--- src/rtl/pwm_clock_gen_if.sv ---
`default_nettype none
// ============================================================================
// pwm_clock_gen_if : control/status bundle for pwm_clock_gen (sync present
//                    only when CLKGEN_SYNC_EN is defined)
// Revision : 1.0
// ============================================================================
interface pwm_clock_gen_if #(
  parameter int NUM_CH = 3,
  parameter int CNT_W  = 16
);
  logic                    enable;
  logic [NUM_CH-1:0]       load;
  logic [NUM_CH*CNT_W-1:0] period;
  logic [NUM_CH*CNT_W-1:0] high_time;
`ifdef CLKGEN_SYNC_EN
  logic                    sync;
`endif
  logic [NUM_CH-1:0]       clk_out;
  logic [NUM_CH-1:0]       tick;
  logic [NUM_CH-1:0]       pending;

  modport master (
    output enable, load, period, high_time,
`ifdef CLKGEN_SYNC_EN
    output sync,
`endif
    input  clk_out, tick, pending
  );

  modport slave (
    input  enable, load, period, high_time,
`ifdef CLKGEN_SYNC_EN
    input  sync,
`endif
    output clk_out, tick, pending
  );
endinterface
`default_nettype wire

--- src/rtl/pwm_clock_gen.sv ---
`default_nettype none
// ============================================================================
// pwm_clock_gen : multi-channel divided clock / tick generator with
//                 double-buffered config; CLKGEN_SYNC_EN adds global restart
// Revision : 1.0
// ============================================================================
module pwm_clock_gen #(
  parameter int NUM_CH = 3,
  parameter int CNT_W  = 16
) (
  input  wire logic      clock,
  input  wire logic      reset,
  pwm_clock_gen_if.slave bus
);

  logic w_sync;

`ifdef CLKGEN_SYNC_EN
  assign w_sync = bus.enable & bus.sync;
`else
  assign w_sync = 1'b0;
`endif

  for (genvar i = 0; i < NUM_CH; i++) begin : g_ch
    logic [CNT_W-1:0] r_per_q;
    logic [CNT_W-1:0] r_hi_q;
    logic [CNT_W-1:0] r_per_s;
    logic [CNT_W-1:0] r_hi_s;
    logic [CNT_W-1:0] r_cnt;
    logic             r_pending;
    logic             r_clk_out;
    logic             r_tick;
    logic             w_stopped;
    logic             w_wrap;
    logic             w_restart;
    logic             w_apply;

    assign w_stopped = (r_per_q == '0);
    assign w_wrap    = (r_cnt == r_per_q - CNT_W'(1));
    assign w_restart = w_stopped | w_wrap | w_sync;
    // Shadow config only moves to the active regs on a period boundary.
    assign w_apply   = bus.enable & r_pending & w_restart;

    always_ff @(posedge clock) begin
      if (reset) begin
        r_per_q   <= '0;
        r_hi_q    <= '0;
        r_per_s   <= '0;
        r_hi_s    <= '0;
        r_cnt     <= '0;
        r_pending <= 1'b0;
        r_clk_out <= 1'b0;
        r_tick    <= 1'b0;
      end else begin
        if (bus.load[i]) begin
          r_per_s <= bus.period[i*CNT_W +: CNT_W];
          r_hi_s  <= bus.high_time[i*CNT_W +: CNT_W];
        end

        if (bus.load[i]) begin
          r_pending <= 1'b1;
        end else if (w_apply) begin
          r_pending <= 1'b0;
        end

        if (bus.enable) begin
          r_tick    <= ~w_stopped & (r_cnt == '0);
          r_clk_out <= ~w_stopped & (r_cnt < r_hi_q);
          if (w_apply) begin
            r_per_q <= r_per_s;
            r_hi_q  <= r_hi_s;
            r_cnt   <= '0;
          end else if (w_restart) begin
            r_cnt   <= '0;
          end else begin
            r_cnt   <= r_cnt + CNT_W'(1);
          end
        end else begin
          r_tick <= 1'b0;
        end
      end
    end

    assign bus.clk_out[i] = r_clk_out;
    assign bus.tick[i]    = r_tick;
    assign bus.pending[i] = r_pending;
  end

endmodule
`default_nettype wire

--- src/flat_wrapper.sv ---
// flat-port wrapper written by rule: the top's interface ports become plain ports
module pwm_clock_gen_flat 
#(
  parameter int NUM_CH = 3,
  parameter int CNT_W  = 16
)
  (clock, reset, bus_enable, bus_load, bus_period, bus_high_time, bus_clk_out, bus_tick, bus_pending);
  pwm_clock_gen_if #(.NUM_CH(NUM_CH), .CNT_W(CNT_W)) bus_i ();
  input  wire logic clock;
  input  wire logic reset;
  input wire logic [$bits(bus_i.enable)-1:0] bus_enable;
  input wire logic [$bits(bus_i.load)-1:0] bus_load;
  input wire logic [$bits(bus_i.period)-1:0] bus_period;
  input wire logic [$bits(bus_i.high_time)-1:0] bus_high_time;
  output wire logic [$bits(bus_i.clk_out)-1:0] bus_clk_out;
  output wire logic [$bits(bus_i.tick)-1:0] bus_tick;
  output wire logic [$bits(bus_i.pending)-1:0] bus_pending;
  assign bus_i.enable = bus_enable;
  assign bus_i.load = bus_load;
  assign bus_i.period = bus_period;
  assign bus_i.high_time = bus_high_time;
  assign bus_clk_out = bus_i.clk_out;
  assign bus_tick = bus_i.tick;
  assign bus_pending = bus_i.pending;
  pwm_clock_gen #(.NUM_CH(NUM_CH), .CNT_W(CNT_W)) u_core (.clock(clock), .reset(reset), .bus(bus_i));
endmodule
--- config.mk ---
export PLATFORM = sky130hd
export DESIGN_NAME = pwm_clock_gen_flat
export DESIGN_NICKNAME = d
export VERILOG_FILES = /design/src/rtl/pwm_clock_gen_if.sv /design/src/rtl/pwm_clock_gen.sv /design/src/flat_wrapper.sv
export SDC_FILE = /design/constraint.sdc
export NUM_CORES = 1
export LEC_CHECK = 0
export CAP_MARGIN = 15
export CORE_ASPECT_RATIO = 0.75
export CORE_UTILIZATION = 54
export CTS_BUF_LIST = sky130_fd_sc_hd__clkbuf_8
export DETAILED_ROUTE_END_ITERATION = 8
export PLACE_DENSITY = 0.84
export SLEW_MARGIN = 15
export SYNTH_ARGS = -nofsm -noshare
export SYNTH_HDL_FRONTEND = slang
export SYNTH_SLANG_ARGS = --single-unit
export TNS_END_PERCENT = 10
--- constraint.sdc ---
create_clock -name clock -period 3.25 [get_ports clock]
set_input_delay 0.4875 -clock clock [delete_from_list [all_inputs] [get_ports clock]]
set_output_delay 0.4875 -clock clock [all_outputs]
set_load 0.02 [all_outputs]
=== Word-level counts from Yosys, hierarchy flattened ===
Cells that the tools add are included.

* Logic and storage cells: 80
* Bits of input ports: 102
* Output and inout port bits: 9
* Flip-flop bits (word level): 249

* Add/sub/neg operators: 6
* Equality and inequality tests: 3
* $lt $le $gt $ge: 3
* Reductions and logical operators: 13
* Bitwise logic cells: 19
* Mux-type cells: 12

{| class="wikitable"
|+ Operators by type and width
! kind !! count
|-
| $logic_not A16 Y1 || 6
|-
| $mux W16 || 6
|-
| $add A16 B1 Y16 const B || 3
|-
| $eq A16 B16 Y1 || 3
|-
| $lt A16 B16 Y1 || 3
|-
| $sub A16 B1 Y16 const B || 3
|-
| $and A1 B1 Y1 || 12
|-
| $mux W1 || 6
|-
| $reduce_and A2 Y1 || 3
|-
| $reduce_bool A2 Y1 || 3
|-
| $not A1 Y1 || 4
|-
| $or A1 B1 Y1 || 3
|-
| $reduce_or A2 Y1 || 1
|}

=== Logic depth before layout (Yosys ltp) ===
* Depth after elaboration: 6
* Gate-level depth with buffers: 12
* Mapped depth without buffers: 9

=== Worst setup path after synthesis ===
OpenSTA, ideal clock, no wires.

* Path type: register to register
* Start: register u_core.g_ch[2].r_per_q[3]
* End: register u_core.g_ch[2].r_hi_q[0]
* Library setup time: 0.117 ns
* Data required time: 3.133 ns
* Arrival: 3.117 ns
* Path buffers: 2
* Stages on the path, launching flop included: 10
* Period minus slack after synthesis: 3.233 ns
* Setup slack: 0.017 ns
* Cells stage by stage: dfxtp_1 > buf_6 > or4_4 > or4b_4 > or4_1 > a2111oi_2 > a41o_2 > a31oi_4 > buf_6 > a22o_1

* Cells in the longest elaborated chain, start to end: 5
* Elaborated cells between the ends (all ways): 6
* Classes of those cells: 1 x add/sub; 1 x eq/ne; 2 x bitwise; 2 x reduce/logical

{| class="wikitable"
|+ RTL lines
! element !! line !! RTL
|-
| from (decl) || pwm_clock_gen.sv:25 || <nowiki>logic [CNT_W-1:0] r_per_q;</nowiki>
|-
| from (signal assigned) || pwm_clock_gen.sv:70 || <nowiki>r_per_q <= r_per_s;</nowiki>
|-
| $sub A16 B1 Y16 || pwm_clock_gen.sv:39 || <nowiki>assign w_wrap = (r_cnt == r_per_q - CNT_W'(1));</nowiki>
|-
| $eq A16 B16 Y1 || pwm_clock_gen.sv:39 ||
|-
| $or A1 B1 Y1 * || pwm_clock_gen.sv:40 || <nowiki>assign w_restart = w_stopped | w_wrap | w_sync;</nowiki>
|-
| $and A1 B1 Y1 * || pwm_clock_gen.sv:42 || <nowiki>assign w_apply = bus.enable & r_pending & w_restart;</nowiki>
|-
| $reduce_and A2 Y1 (no line) * || - ||
|-
| to (signal assigned) || pwm_clock_gen.sv:71 || <nowiki>r_hi_q <= r_hi_s;</nowiki>
|-
| to (decl) || pwm_clock_gen.sv:26 || <nowiki>logic [CNT_W-1:0] r_hi_q;</nowiki>
|}

Mark *: on every way between the ends. The rest lies on a longest branch, timed or not.
A chain may end at the register's enable or synchronous reset.

=== Worst setup path in the final report ===
* Start: register u_core.g_ch[2].r_per_q[2]
* End: register u_core.g_ch[2].r_per_q[15]

* Cells in the longest elaborated chain, start to end: 5
* Elaborated cells between the ends (all ways): 6
* Classes of those cells: 1 x add/sub; 1 x eq/ne; 2 x bitwise; 2 x reduce/logical

{| class="wikitable"
|+ RTL lines
! element !! line
|-
| $sub A16 B1 Y16 || pwm_clock_gen.sv:39
|-
| $eq A16 B16 Y1 || pwm_clock_gen.sv:39
|-
| $or A1 B1 Y1 * || pwm_clock_gen.sv:40
|-
| $and A1 B1 Y1 * || pwm_clock_gen.sv:42
|-
| $reduce_and A2 Y1 (no line) * || -
|}

Marked as above.

==> results.cfg <==
[logic_synthesis]
synthSimpleGateAreaFrac_pct = 18.6
synth_compound_area_share_pct = 9.47
synth_fa_ha_area_share_pct = 5.42
synth_cell_types = 70
syn-num-nets = 1545
netlist_area_sq_um = 12500
synth_top_family_by_area = simple AND/OR/NAND/NOR gates
synth_enable_flop_cells = 0
ys_seq_elements = 249
syn-instance-count = 1389
yosysWarningCount = 0
synth_mux_area_share_pct = 13.5
synthFlopType = dfxtp_1
yosysSeqAreaShare_pct = 40.0
synth_xor_area_share_pct = 6.85
synth-async-reset-ratio_pct = 0
synth.avg_cell_area_sq_um = 8.98

[grt]
grt_usage_pct = 24.9
busiest_layer = met1
use_met3_pct = 5.22
grt_antenna_before_repair = 0
grt_pass1_vias = 9685
grt_max_degree = 92
use_met2_pct = 35.9
grt_pass1_wl_mm = 47.9
met1_usage_pct = 36.9
grt_overflow_total = 0

[timing]
hold_violations = 0
slew_violations = 0
worstMarginPinSlew_ns = 1.08
setup-violations-final = 26
relSlewSlack_pct = 28.0
clock-skew-final_ns = 0.0198
fin_crit_sh_pct = 101
rsz0062_at_grt = yes
max_clock_freq_mhz = 305
setup-tns-final_ns = -0.345
worst_slack_ns = -0.0303
min_period_ns = 3.28
whs_ns = 0.390

[detailed_routing]
wl_per_cell_um = 16.5
drtPass1Iterations = 5
via_per_inst = 5.58
wirelength_mm = 29.8
num_vias = 10082
dr.first_iter.drc_count = 719
drtAntennaViolNets = 0
drc = 0

[pwr]
combPwrFrac_pct = 12.9
power.switching_w = 0.00175
swShare_pct = 25.7
p_clk_share_pct = 39.4
cellPowerDensity_nw_per_um2 = 463
ir_drop_mv = 0.252
p_int_w = 0.00506
power_leakage_nw = 5.94
seqPwrFrac_pct = 47.6

[final_layout]
fin_area_sq_um = 14700
area_growth_pct = 17.9
final_cell_mix = 249 x dfxtp_1, 171 x nand2_1, 164 x mux2i_1
antenna_cells_inserted = 0
final_net_count = 1640
final_common_cell = dfxtp_1
drive_above_1_share_pct = 8.86
fin_cells = 1806
post-route-util_pct = 65.8

[setup_path]
cp_max_fo = 6
path_cells = or4_4 -> or4b_4 -> or4_4 -> a2111oi_4 -> a41o_2 -> a31oi_4 -> clkbuf_16 -> a22o_1
critical_path_class = reg -> reg
cp-end-kind = flop
crit_path_start_kind = flop
critPathRequiredTime_ns = 3.67
cpPeakStageDelay_ns = 0.55
cpMostUsedCell = or4_4
cp.arrival_ns = 3.70
cpMaxStageDelayCell = or4b_4

[clocking]
holdBufCountCts = 0
clk_path_buf_depth = 3
cts_sinks = 249
htreeDepth = 2
cts_tree = done
cts_inserted_buffers = 40
root_buffer = clkbuf_8
clk_latency_ns = 0.54
clkSlewWorstSetupHoldPaths_ns = 0.06

[floorplan]
start_util_pct = 55.8
die_width_um = 178
core.rowCount = 47
dieHeight_um = 134
dieArea_sq_um = 23700
core_sq_um = 22300
num_io_pins = 111

[placed_design]
dpl_cell_area_sq_um = 13800
portBuffers = 110
place_congestion = 0.952
post-dp-hpwl_mm = 20.7
place_inst = 1730

[run]
maxCapViolCount = 0

[outcome]
outcome = complete, but fails checks
violations = negative setup slack

[worst_hold_path]
hold_class = in -> reg
[synth_stat cells (all sizes together), types with 4 or more instances]
| cell type | n | share of area, % |
|---|---|---|
| dfxtp | 249 | 40 |
| nand2 | 171 | 5.1 |
| mux2i | 164 | 13 |
| nor2 | 154 | 4.6 |
| clkbuf | 68 | 2.0 |
| inv | 68 | 2.0 |
| ha | 54 | 5.4 |
| xnor2 | 48 | 3.4 |
| xor2 | 47 | 3.3 |
| a22o | 32 | 2.2 |
| buf | 32 | 2.1 |
| nand3 | 31 | 1.2 |
| nand4 | 25 | 1.3 |
| nor3 | 25 | 1.0 |
| nor4 | 24 | 1.2 |
| a211oi | 21 | 1.3 |
| a21oi | 20 | 0.80 |
| a21o | 17 | 1.0 |
| o21ai | 16 | 0.67 |
| and3 | 14 | 0.70 |
| nand2b | 12 | 0.60 |
| or4 | 11 | 0.69 |
| a221oi | 6 | 0.42 |
| a31oi | 6 | 0.42 |
| and4 | 5 | 0.35 |
| a2111oi | 4 | 0.33 |
| a211o | 4 | 0.29 |
| and2 | 4 | 0.20 |
| nor4b | 4 | 0.28 |
| o31ai | 4 | 0.28 |
[power groups by stage]
stage,registers [W],logic [W],clock network [W]
floorplan,0.00328,0.000573,0
global placement,0.00331,0.000823,0
detailed placement,0.00331,0.000843,0
CTS,0.00325,0.000855,0.00273
global route,0.00326,0.000960,0.00287
finish,0.00325,0.000881,0.00269
[metrics by stage]
step                setup WS (ns)  total power (W)
detailed placement      -0.000612          0.00415
finish                    -0.0303          0.00682
floorplan                  0.0166          0.00385
CTS                       0.00409          0.00683
global route              -0.0896          0.00708
global placement           0.0589          0.00413
[critical path: cells and delay by family (launching register included)]
family	cells	cell delay, ns
and+or+nand+nor	3	1.61
DFF	1	0.31
AOI/OAI and AO/OA	4	1.02
buffers and inverters	1	0.24
[kinds of logic after synthesis]
kind of cell	Yosys count
AOI/OAI and AO/OA	155
xor gates and xnor gates	96
muxes	167
buffers and inverters	168
DFF	249
and+or+nand+nor	500
adders and majority gates	54
[final timing paths]
path / start / endpoint / slack, ns / cells past startpoint
worst max register to register: u_core.g_ch[2].r_per_q[2]$_SDFFE_PP0P_ / u_core.g_ch[2].r_per_q[15]$_SDFFE_PP0P_ / -0.03 / 8
worst max-delay path: u_core.g_ch[2].r_per_q[2]$_SDFFE_PP0P_ / u_core.g_ch[2].r_per_q[15]$_SDFFE_PP0P_ / -0.03 / 8
worst min-delay path: reset / u_core.g_ch[1].r_tick$_SDFF_PP0_ / 0.39 / 5
worst min register to register: u_core.g_ch[1].r_hi_q[11]$_SDFFE_PP0P_ / u_core.g_ch[1].r_hi_q[11]$_SDFFE_PP0P_ / 0.45 / 2
[layer usage]
layer | part of all wire (%) | up-vias
met5 | 0 | -
met4 | 2.2 | 0
met3 | 8.7 | 55
met2 | 40 | 353
met1 | 49 | 4681
li1 | - | 4993
[state kept, by name, summed over array words and instances, names as in the netlist]
| signal | count |
|---|---|
| u_core.g_ch.r_per_s | 48 |
| u_core.g_ch.r_hi_q | 48 |
| u_core.g_ch.r_pending | 3 |
| u_core.g_ch.r_per_q | 48 |
| u_core.g_ch.r_cnt | 48 |
| u_core.g_ch.r_tick | 3 |
| u_core.g_ch.r_hi_s | 48 |
| u_core.g_ch.r_clk_out | 3 |
[layout make-up]
cell class                      count  area [sq um]
Fill cell                        1822          7640
Multi-Input combinational cell    972          6780
Sequential cell                   249          4980
Timing Repair Buffer              153          1510
Clock buffer                       50           688
Tap cell                          294           368
Inverter                           68           256
Clock inverter                     20           114
[repair_timing]
item,4_1_cts,5_1_grt
gates cloned,0,4
resized for setup,2,8
pin swaps,0,5
setup buffers,0,2
endpoints found under the setup margin,5,67
Power figures use the tool's default switching activity.
